**src/rtl/spi_kval_loader_pkg.sv**
```systemverilog
// Shared constants for the kval loader: frame geometry, command codes and FSM encoding.
// Both the host-side model and the bench import this package, so they use the same codes as the RTL.
package spi_kval_loader_pkg;

    localparam int DATA_W = 40;
    localparam int CMD_W  = 8;

    localparam logic [CMD_W-1:0] CMD_WRITE = 8'hA5;
    localparam logic [CMD_W-1:0] CMD_READ  = 8'h5A;

    typedef logic [2:0] fsm_state_t;

    localparam fsm_state_t ST_IDLE   = 3'd0;
    localparam fsm_state_t ST_CMD    = 3'd1;
    localparam fsm_state_t ST_DATA   = 3'd2;
    localparam fsm_state_t ST_COMMIT = 3'd3;
    localparam fsm_state_t ST_ABORT  = 3'd4;

endpackage

```
**src/rtl/spi_kval_loader_if.sv**
```systemverilog
// SPI pin bundle between the host controller (master) and the kval loader (slave).
interface spi_kval_loader_if;

    logic sclkPort;
    logic csPort;
    logic mosiPort;
    logic misoPort;

    modport master (output sclkPort, output csPort, output mosiPort, input misoPort);
    modport slave  (input sclkPort, input csPort, input mosiPort, output misoPort);

endinterface

```
**src/rtl/spi_kval_loader_pin_sync.sv**
```systemverilog
// Brings the asynchronous SPI pins into CLK67MHZ and derives sclk rise/fall and cs fall pulses.
// sclk and mosi go through identical depths, so mosi is sampled aligned with the sclk edge it came with.
module spi_pin_sync #(
    parameter int SYNC_STAGES = 2
) (
    input  logic CLK67MHZ,
    input  logic resetPort,
    input  logic sclk,
    input  logic cs_n,
    input  logic mosi,
    output logic sclk_rise,
    output logic sclk_fall,
    output logic cs_s,
    output logic cs_fall,
    output logic mosi_s
);

    logic [SYNC_STAGES-1:0] sclk_sr;
    logic [SYNC_STAGES-1:0] cs_sr;
    logic [SYNC_STAGES-1:0] mosi_sr;
    logic                   sclk_d;
    logic                   cs_d;
    logic                   sclk_s;

    // NOTE: every flop uses <= so all stages sample the pre-edge values and the chain really is SYNC_STAGES deep.
    always_ff @(posedge CLK67MHZ or negedge resetPort) begin
        if (!resetPort) begin
            sclk_sr <= '0;
            cs_sr   <= '1;  // deselected, so a cs held low at release still produces a fall
            mosi_sr <= '0;
            sclk_d  <= 1'b0;
            cs_d    <= 1'b1;
        end else begin
            sclk_sr <= {sclk_sr[SYNC_STAGES-2:0], sclk};
            cs_sr   <= {cs_sr[SYNC_STAGES-2:0], cs_n};
            mosi_sr <= {mosi_sr[SYNC_STAGES-2:0], mosi};
            sclk_d  <= sclk_s;
            cs_d    <= cs_s;
        end
    end

    assign sclk_s    = sclk_sr[SYNC_STAGES-1];
    assign cs_s      = cs_sr[SYNC_STAGES-1];
    assign mosi_s    = mosi_sr[SYNC_STAGES-1];
    assign sclk_rise = sclk_s & ~sclk_d;
    assign sclk_fall = ~sclk_s & sclk_d;
    assign cs_fall   = ~cs_s & cs_d;

endmodule

```
**src/rtl/spi_kval_loader.sv**
```systemverilog
// SPI mode-0 slave that loads the 40-bit tuning word and applies it to kval atomically, with read-back.
// Everything runs on CLK67MHZ; the SPI pins are oversampled through spi_pin_sync.
module spi_kval_loader
    import spi_kval_loader_pkg::*;
#(
    parameter int               SYNC_STAGES = 2,
    parameter logic [DATA_W-1:0] KVAL_RESET = '0
) (
    input  logic              CLK67MHZ,
    input  logic              resetPort,
    spi_kval_loader_if.slave  spi,
    output logic [DATA_W-1:0] kval,
    output logic              kvalStrobe,
    output logic              frameErr,
    output logic [7:0]        errCount
);

    localparam int               CNT_W     = $clog2(DATA_W);
    localparam logic [CNT_W-1:0] CMD_LAST  = CNT_W'(CMD_W - 1);
    localparam logic [CNT_W-1:0] DATA_LAST = CNT_W'(DATA_W - 1);

    logic              sclk_rise;
    logic              sclk_fall;
    logic              cs_s;
    logic              cs_fall;
    logic              mosi_s;

    fsm_state_t        state;
    logic [CNT_W-1:0]  bit_cnt;
    logic [CMD_W-2:0]  cmd_sr;
    logic [CMD_W-1:0]  cmd_next;
    logic [DATA_W-1:0] shadow;
    logic              is_read;
    logic              miso_q;

    spi_pin_sync #(.SYNC_STAGES(SYNC_STAGES)) u_pin_sync (
        .CLK67MHZ  (CLK67MHZ),
        .resetPort (resetPort),
        .sclk      (spi.sclkPort),
        .cs_n      (spi.csPort),
        .mosi      (spi.mosiPort),
        .sclk_rise (sclk_rise),
        .sclk_fall (sclk_fall),
        .cs_s      (cs_s),
        .cs_fall   (cs_fall),
        .mosi_s    (mosi_s)
    );

    assign cmd_next = {cmd_sr, mosi_s};

    always_ff @(posedge CLK67MHZ or negedge resetPort) begin
        if (!resetPort) begin
            state      <= ST_IDLE;
            bit_cnt    <= '0;
            cmd_sr     <= '0;
            shadow     <= '0;
            is_read    <= 1'b0;
            miso_q     <= 1'b0;
            kval       <= KVAL_RESET;
            kvalStrobe <= 1'b0;
            frameErr   <= 1'b0;
        end else begin
            kvalStrobe <= 1'b0;
            frameErr   <= 1'b0;
            case (state)
                ST_IDLE: begin
                    if (cs_fall) begin
                        bit_cnt <= '0;
                        miso_q  <= 1'b0;
                        state   <= ST_CMD;
                    end
                end
                ST_CMD: begin
                    // A rise arriving with the cs rise is still counted before the deselect is judged.
                    if (sclk_rise) begin
                        cmd_sr <= cmd_next[CMD_W-2:0];
                        if (bit_cnt == CMD_LAST) begin
                            bit_cnt <= '0;
                            if (cmd_next == CMD_WRITE) begin
                                is_read <= 1'b0;
                                state   <= ST_DATA;
                            end else if (cmd_next == CMD_READ) begin
                                is_read <= 1'b1;
                                shadow  <= kval;
                                state   <= ST_DATA;
                            end else begin
                                frameErr <= 1'b1;
                                state    <= ST_ABORT;
                            end
                        end else if (cs_s) begin
                            frameErr <= 1'b1;
                            state    <= ST_IDLE;
                        end else begin
                            bit_cnt <= bit_cnt + 1'b1;
                        end
                    end else if (cs_s) begin
                        frameErr <= 1'b1;
                        state    <= ST_IDLE;
                    end
                end
                ST_DATA: begin
                    if (sclk_rise) begin
                        if (!is_read) begin
                            shadow <= {shadow[DATA_W-2:0], mosi_s};
                        end
                        if (bit_cnt == DATA_LAST) begin
                            state <= ST_COMMIT;
                        end else if (cs_s) begin
                            frameErr <= 1'b1;
                            state    <= ST_IDLE;
                        end else begin
                            bit_cnt <= bit_cnt + 1'b1;
                        end
                    end else if (cs_s) begin
                        frameErr <= 1'b1;
                        state    <= ST_IDLE;
                    end else if (sclk_fall && is_read) begin
                        miso_q <= shadow[DATA_W-1];
                        shadow <= {shadow[DATA_W-2:0], 1'b0};
                    end
                end
                ST_COMMIT: begin
                    if (!is_read) begin
                        kval       <= shadow;
                        kvalStrobe <= 1'b1;
                    end
                    state <= ST_IDLE;
                end
                ST_ABORT: begin
                    if (cs_s) begin
                        state <= ST_IDLE;
                    end
                end
                default: state <= ST_IDLE;
            endcase
        end
    end

    always_ff @(posedge CLK67MHZ or negedge resetPort) begin
        if (!resetPort) begin
            errCount <= 8'd0;
        end else if (frameErr && errCount != 8'hFF) begin
            errCount <= errCount + 8'd1;
        end
    end

    assign spi.misoPort = miso_q & (state == ST_DATA) & is_read & ~cs_s;

endmodule

```
**src/flat_wrapper.sv**
```systemverilog
// flat-port wrapper written by rule: the top's interface ports become plain ports
module spi_kval_loader_flat import spi_kval_loader_pkg::*;
#(
    parameter int               SYNC_STAGES = 2,
    parameter logic [DATA_W-1:0] KVAL_RESET = '0
)
  (CLK67MHZ, resetPort, kval, kvalStrobe, frameErr, errCount, spi_sclkPort, spi_csPort, spi_mosiPort, spi_misoPort);
  spi_kval_loader_if spi_i ();
  input  logic CLK67MHZ;
  input  logic resetPort;
  output logic [DATA_W-1:0] kval;
  output logic kvalStrobe;
  output logic frameErr;
  output logic [7:0] errCount;
  input wire logic [$bits(spi_i.sclkPort)-1:0] spi_sclkPort;
  input wire logic [$bits(spi_i.csPort)-1:0] spi_csPort;
  input wire logic [$bits(spi_i.mosiPort)-1:0] spi_mosiPort;
  output wire logic [$bits(spi_i.misoPort)-1:0] spi_misoPort;
  assign spi_i.sclkPort = spi_sclkPort;
  assign spi_i.csPort = spi_csPort;
  assign spi_i.mosiPort = spi_mosiPort;
  assign spi_misoPort = spi_i.misoPort;
  spi_kval_loader #(.SYNC_STAGES(SYNC_STAGES), .KVAL_RESET(KVAL_RESET)) u_core (.CLK67MHZ(CLK67MHZ), .resetPort(resetPort), .spi(spi_i), .kval(kval), .kvalStrobe(kvalStrobe), .frameErr(frameErr), .errCount(errCount));
endmodule
```
**config.mk**
```make
export PLATFORM = sky130hd
export DESIGN_NAME = spi_kval_loader_flat
export DESIGN_NICKNAME = d
export VERILOG_FILES = /design/src/rtl/spi_kval_loader_pkg.sv /design/src/rtl/spi_kval_loader_if.sv /design/src/rtl/spi_kval_loader_pin_sync.sv /design/src/rtl/spi_kval_loader.sv /design/src/flat_wrapper.sv
export SDC_FILE = /design/constraint.sdc
export NUM_CORES = 1
export LEC_CHECK = 0
export BUFFER_PORTS_ARGS = -buffer_cell sky130_fd_sc_hd__buf_2
export CAP_MARGIN = 20
export CORE_MARGIN = 1
export CORE_UTILIZATION = 55
export CTS_CLUSTER_DIAMETER = 100
export CTS_CLUSTER_SIZE = 40
export DETAILED_ROUTE_END_ITERATION = 7
export PLACE_DENSITY = 0.71
export SLEW_MARGIN = 20
export SYNTH_ARGS = -nofsm -noshare
export SYNTH_HDL_FRONTEND = slang
export SYNTH_SLANG_ARGS = --single-unit
```
**constraint.sdc**
```tcl
create_clock -name CLK67MHZ -period 2.45 [get_ports CLK67MHZ]
set_clock_uncertainty 0.15 [all_clocks]
set_input_delay 0.1225 -clock CLK67MHZ [delete_from_list [all_inputs] [get_ports CLK67MHZ]]
set_output_delay 0.1225 -clock CLK67MHZ [all_outputs]
set_load 0.02 [all_outputs]
```
# Yosys cells after proc, flatten, opt, wreduce, memory -nomap -nowiden
# Index checks and enable logic that the tools add are counted.
[classes]
mux = 42
addsub = 2
bitwise_logic = 10
n_reduce_logical = 13
n_eq_ne = 22
[ops]
columns = ["operator", "n"]
rows = [
  ["$mux 40", 8],
  ["$pmux 40 s2", 1],
  ["$mux 6", 6],
  ["$mux 3", 8],
  ["$pmux 6 s3", 1],
  ["$mux 1", 15],
  ["$ne 2x1->1 const B", 6],
  ["$pmux 3 s4", 1],
  ["$reduce_and 5->1", 2],
  ["$add 8x1->8 const B", 1],
  ["$eq 8x7->1 const B", 1],
  ["$eq 8x8->1 const B", 1],
  ["$ne 2x2->1 const B", 4],
  ["$ne 8x8->1 const B", 1],
  ["$reduce_and 8->1", 1],
  ["$add 6x1->6 const B", 1],
  ["$and 1x1->1", 6],
  ["$eq 3x2->1 const B", 2],
  ["$eq 6x3->1 const B", 1],
  ["$eq 6x6->1 const B", 1],
  ["$reduce_bool 2->1", 3],
  ["$not 1->1", 4],
  ["$pmux 1 s2", 2],
  ["$reduce_and 2->1", 2],
  ["other kinds (9)", 10],
]
[totals]
input_bits = 5
out_inout_bits = 51
regBits = 116
word_cells = 104

# Depth between registers and ports, before layout
[logic_depth]
depth_word = 7
depth_mapped = 6
mapped_depth_nobuf = 5

# By module
# A second synthesis with hierarchy kept.
[hier_totals]
hier_cells = 372
area_unflattened_um2 = 5116.2
[by_module_without_submodules]
columns = ["mod", "area_each_um2", "n_inst", "seq_area_each_um2", "cells_each"]
rows = [
  ["spi_kval_loader", 4890.9, 1, 2702.6, 361],
  ["spi_pin_sync", 225.2, 1, 203.9, 11],
]

# Worst setup path after synthesis
# OpenSTA, ideal clock, no wires.
[synth_path]
path_type = "register to register"
from = "register u_core.state[2]"
to = "register u_core.shadow[30]"
required_time_ns = 2.175
arrival_time_ns = 1.723
setup_ns = 0.125
path_stages_with_launch = 6
setup_slack_ns = 0.452
synth_period_minus_slack_ns = 1.998
n_path_buf = 2
path_cell_list = "dfrtp_1 -> buf_6 -> nor3b_2 -> buf_2 -> mux2_2 -> mux2_4"
[synth_via]
elab_chain_cells = 3
word_cells_on_any_way = 12
cone_classes = "eq/ne (9); mux (1); reduce/logical (2)"
[synth_rtl]
columns = ["item", "line_no", "text"]
rows = [
  ["start, declared", "spi_kval_loader.sv:28", "fsm_state_t state;"],
  ["start signal, assigned", "spi_kval_loader.sv:53", "state <= ST_IDLE;"],
  ["start signal, assigned", "spi_kval_loader.sv:70", "state <= ST_CMD;"],
  ["start signal, assigned", "spi_kval_loader.sv:81", "state <= ST_DATA;"],
  ["$eq 3x2->1 / $eq 3x1->1 (equally long branches)", "spi_kval_loader.sv:65", "case (state)"],
  ["$ne 3x3->1 (no line), or another cell as far along", "--", ""],
  ["$reduce_and 8->1 (no line)", "--", ""],
  ["end signal, assigned", "spi_kval_loader.sv:84", "shadow <= kval;"],
  ["end signal, assigned", "spi_kval_loader.sv:104", "shadow <= {shadow[DATA_W-2:0], mosi_s};"],
  ["end signal, assigned", "spi_kval_loader.sv:119", "shadow <= {shadow[DATA_W-2:0], 1'b0};"],
  ["end, declared", "spi_kval_loader.sv:32", "logic [DATA_W-1:0] shadow;"],
]
# Several ways; a longest one is shown, not always the timed one.
# A chain may end at the register's enable or synchronous reset.

# Worst setup path after layout
[layout_path]
from = "register u_core.state[1]"
to = "output spi_misoPort"
[layout_via]
elab_chain_cells = 4
[layout_rtl]
columns = ["item", "line_no", "text"]
rows = [
  ["$eq 3x2->1", "spi_kval_loader.sv:147", "assign spi.misoPort = miso_q & (state == ST_DATA) & is_read & ~cs_s;"],
  ["$and 1x1->1 (3 in series)", "spi_kval_loader.sv:147", ""],
  ["end, declared", "flat_wrapper.sv:18", "output wire logic [$bits(spi_i.misoPort)-1:0] spi_misoPort;"],
]
# Every way passes these cells.

==> flow_summary.toml <==
[finish]
syn_to_final_growth_pct = 19.94
final_cell_area_um2 = 6472
layout.nets = 447
drive_above_1_share_pct = 52.10
finalNonFillerCells = 582
diodes = 0
final_util_pct = 69.07

[clocking]
htree_levels = 4
cts_sinks = 116
clockRootBuffer = "clkbuf_8"
clock_latency_ns = 0.52
cts.path.max_buffers = 2
post_cts_buffers = 0
clk_pin_slew_ns = 0.06
cts_made_buffers = 17
cts_tree = "yes"

[worst_setup_path]
arrival_ns = 2.07
crit_path_cell_trace = "nor3b_4 -> buf_4 -> and4_1 -> buf_2"
critPathTopFamily = "flip-flops"
cp_slowest_cell = "dfrtp_1"
crit_path_start_kind = "register"
slowest_delay_ns = 0.55
required_ns = 2.18
worstSetupPathType = "register to output port"
worst_setup_path_end_kind = "output port"
cp_num_buf_inv = 2
path_max_fanout = 19

[placement]
portBuffers = 55
dp_cells = 545
dpl_cell_area_um2 = 5844
dp_hpwl_um = 5967
place.gp.congestion = 0.8706

[synthesis]
syn_area_per_cell_um2 = 14.66
seq_area_frac_synth_pct = 53.86
syn_nets = 375
yosys.area.top_type = "dfrtp_1"
yosysMostFrequentCell = "dfrtp_1"
async_reset_ff_share_pct = 100.0
syn_area_um2 = 5396
synth-edff-count = 0
netlist.area_leader.share_pct = 52.40
synth_common_cells = "dfrtp_1 (113), mux2_2 (88), mux2_4 (39), o21ai_0 (12), buf_2 (11)"
yosysWarnings = 0
synth_seq_cells = 116
synth.area.top_cells = "dfrtp_1 (52%), mux2_2 (18%), mux2_4 (11%)"
ys.flop_type = "dfrtp_1"
syn_inst = 368
synth_cell_types = 47

[drt]
drt-total-wl_um = 9552
wl_met3_um = 371
postRouteAntennaNets = 0
drt-met1-wl_um = 4615
post_drt_via_cell_ratio = 5.521
first_pass_iters = 4
initialDrtViolationCount = 73
met2WireLength_um = 4401
drc = 0
wl_per_cell_um = 16.41
vias = 3213
highest_layer = "met4"

[floorplan]
die_area_um2 = 10210
io_pins = 56
die_h_um = 101.1
die_x_um = 101.1
initial_core_util_pct = 57.58
coreArea_um2 = 9371
row_count = 35

[grt]
overflow = 0
grt_pass1_wl_um = 15610
grt_max_degree = 55
antenna_found_initial = 0
track_usage_pct = 20.44
grt_pass1_vias = 3232

[power]
combPwrFrac_pct = 10.2
clkPwrFrac_pct = 46.4
power_switching_uw = 1249
p_per_area_nw_per_um2 = 781.3
p_int_uw = 3809
p_leak_uw = 0.003170
irDropWorstVdd_mv = 0.5790
pwr-share-seq_pct = 43.4
sw_frac_of_total_pct = 24.69

[timing]
finalSetupViolCount = 0
max_freq_mhz = 426.6
finalCriticalPeriod_ns = 2.344
rsz0062_at_grt = "no"
hold_violations = 0
relSlewSlack_pct = 62.77
fin_crit_sh_pct = 95.68
fin_tns_setup_ns = 0
worst_pin_slew_ns = 0.5538
drv_slew = 0

[worst_hold_path]
hp-class = "input port to asynchronous set/reset pin"

[status]
outcome = "finished, final reports clean"

[job]
drv_cap = 0
==> worst paths after layout <==
check	from	to	slack, ns	cells after the start
max in group asynchronous	resetPort	u_core.kval[27]$_DFFE_PN0P_	1.71	3
hold / removal	resetPort	u_core.u_pin_sync.cs_d$_DFF_PN1_	0.04	2
hold reg to reg	u_core.u_pin_sync.mosi_sr[0]$_DFF_PN0_	u_core.u_pin_sync.mosi_sr[1]$_DFF_PN0_	0.20	0
min in group CLK67MHZ	spi_sclkPort	u_core.u_pin_sync.sclk_sr[0]$_DFF_PN0_	0.10	2
setup / recovery	u_core.state[1]$_DFFE_PN0P_	spi_misoPort	0.11	4
setup reg to reg	u_core.state[0]$_DFFE_PN0P_	u_core.shadow[23]$_DFFE_PN0P_	0.23	5
==> kinds of logic after synthesis <==
kind of cell / after synthesis / synth area share [%]
mux: 133 / 30.33
fa+ha+maj: 3 / 0.6491
xor+xnor: 7 / 1.136
buf+inv: 23 / 2.550
compound gates: 39 / 5.426
simple gates: 47 / 6.051
flops: 116 / 53.86
==> stage by stage <==
step	hold slack, ns	power, µW	worst slack [ns]
global placement	-0.06329	2717	0.2779
CTS	0.02605	5107	0.1112
finish	0.04224	5057	0.1060
global route	0.03714	5266	0.05914
floorplan	-0.3231	2560	0.4520
detailed placement	-0.06248	2737	0.2306
==> placed cells by master (no fill, tap or decap), types with 4 or more instances in the layout <==
cell,netlist,layout
a21oi_1,4,4
and4bb_2,4,4
buf_12,0,4
buf_2,11,54
buf_4,0,7
clkbuf_16,0,16
clkbuf_8,0,4
clkinv_2,0,6
dfrtp_1,113,113
dlygate4sd3_1,0,4
inv_1,7,7
mux2_2,88,88
mux2_4,39,39
mux2i_1,6,6
nand2_1,9,9
nand3_1,5,5
nand4_1,4,4
nor2b_1,5,5
o21ai_0,12,12
o21bai_1,4,4
xnor2_1,4,4
==> repair_timing <==
action	in CTS	in global routing
endpoints found under the hold margin	119	0
endpoints found under the setup margin	0	0
resized for setup	0	0
hold buffers	5	0
==> sequential cells by signal, summed over array words and instances (netlist names) <==
name                       count
u_core.kval                   40
u_core.shadow                 40
u_core.errCount                8
u_core.cmd_sr                  7
u_core.bit_cnt                 6
u_core.state                   3
u_core.u_pin_sync.cs_sr        2
u_core.u_pin_sync.mosi_sr      2
u_core.u_pin_sync.sclk_sr      2
u_core.frameErr                1
u_core.is_read                 1
u_core.kvalStrobe              1
u_core.miso_q                  1
u_core.u_pin_sync.cs_d         1
u_core.u_pin_sync.sclk_d       1
==> routing by layer <==
layer	vias to the layer above	track usage, %
li1	1507	-
met1	1627	27.74
met2	65	29.83
met3	14	6.311
met4	0	10.03
met5	-	0
==> power groups by stage <==
stage                     clock (µW)  sequential, µW  combinational [µW]
after CTS                       2390            2190                 526
final                           2350            2190                 518
after global placement             0            2210                 508
after floorplan                    0            2220                 338
after global routing            2480            2210                 574
after detailed placement           0            2220                 514
==> area by class of cell <==
cell class | count | area, µm²
sequential | 116 | 2907
fill | 686 | 2899
multi-input combinational | 229 | 2367
clock buffer | 22 | 462.9
timing repair buffer | 69 | 442.9
tap | 129 | 161.4
clock inverter | 10 | 105.1
inverter | 7 | 26.28
Power figures use the tool's default switching activity.
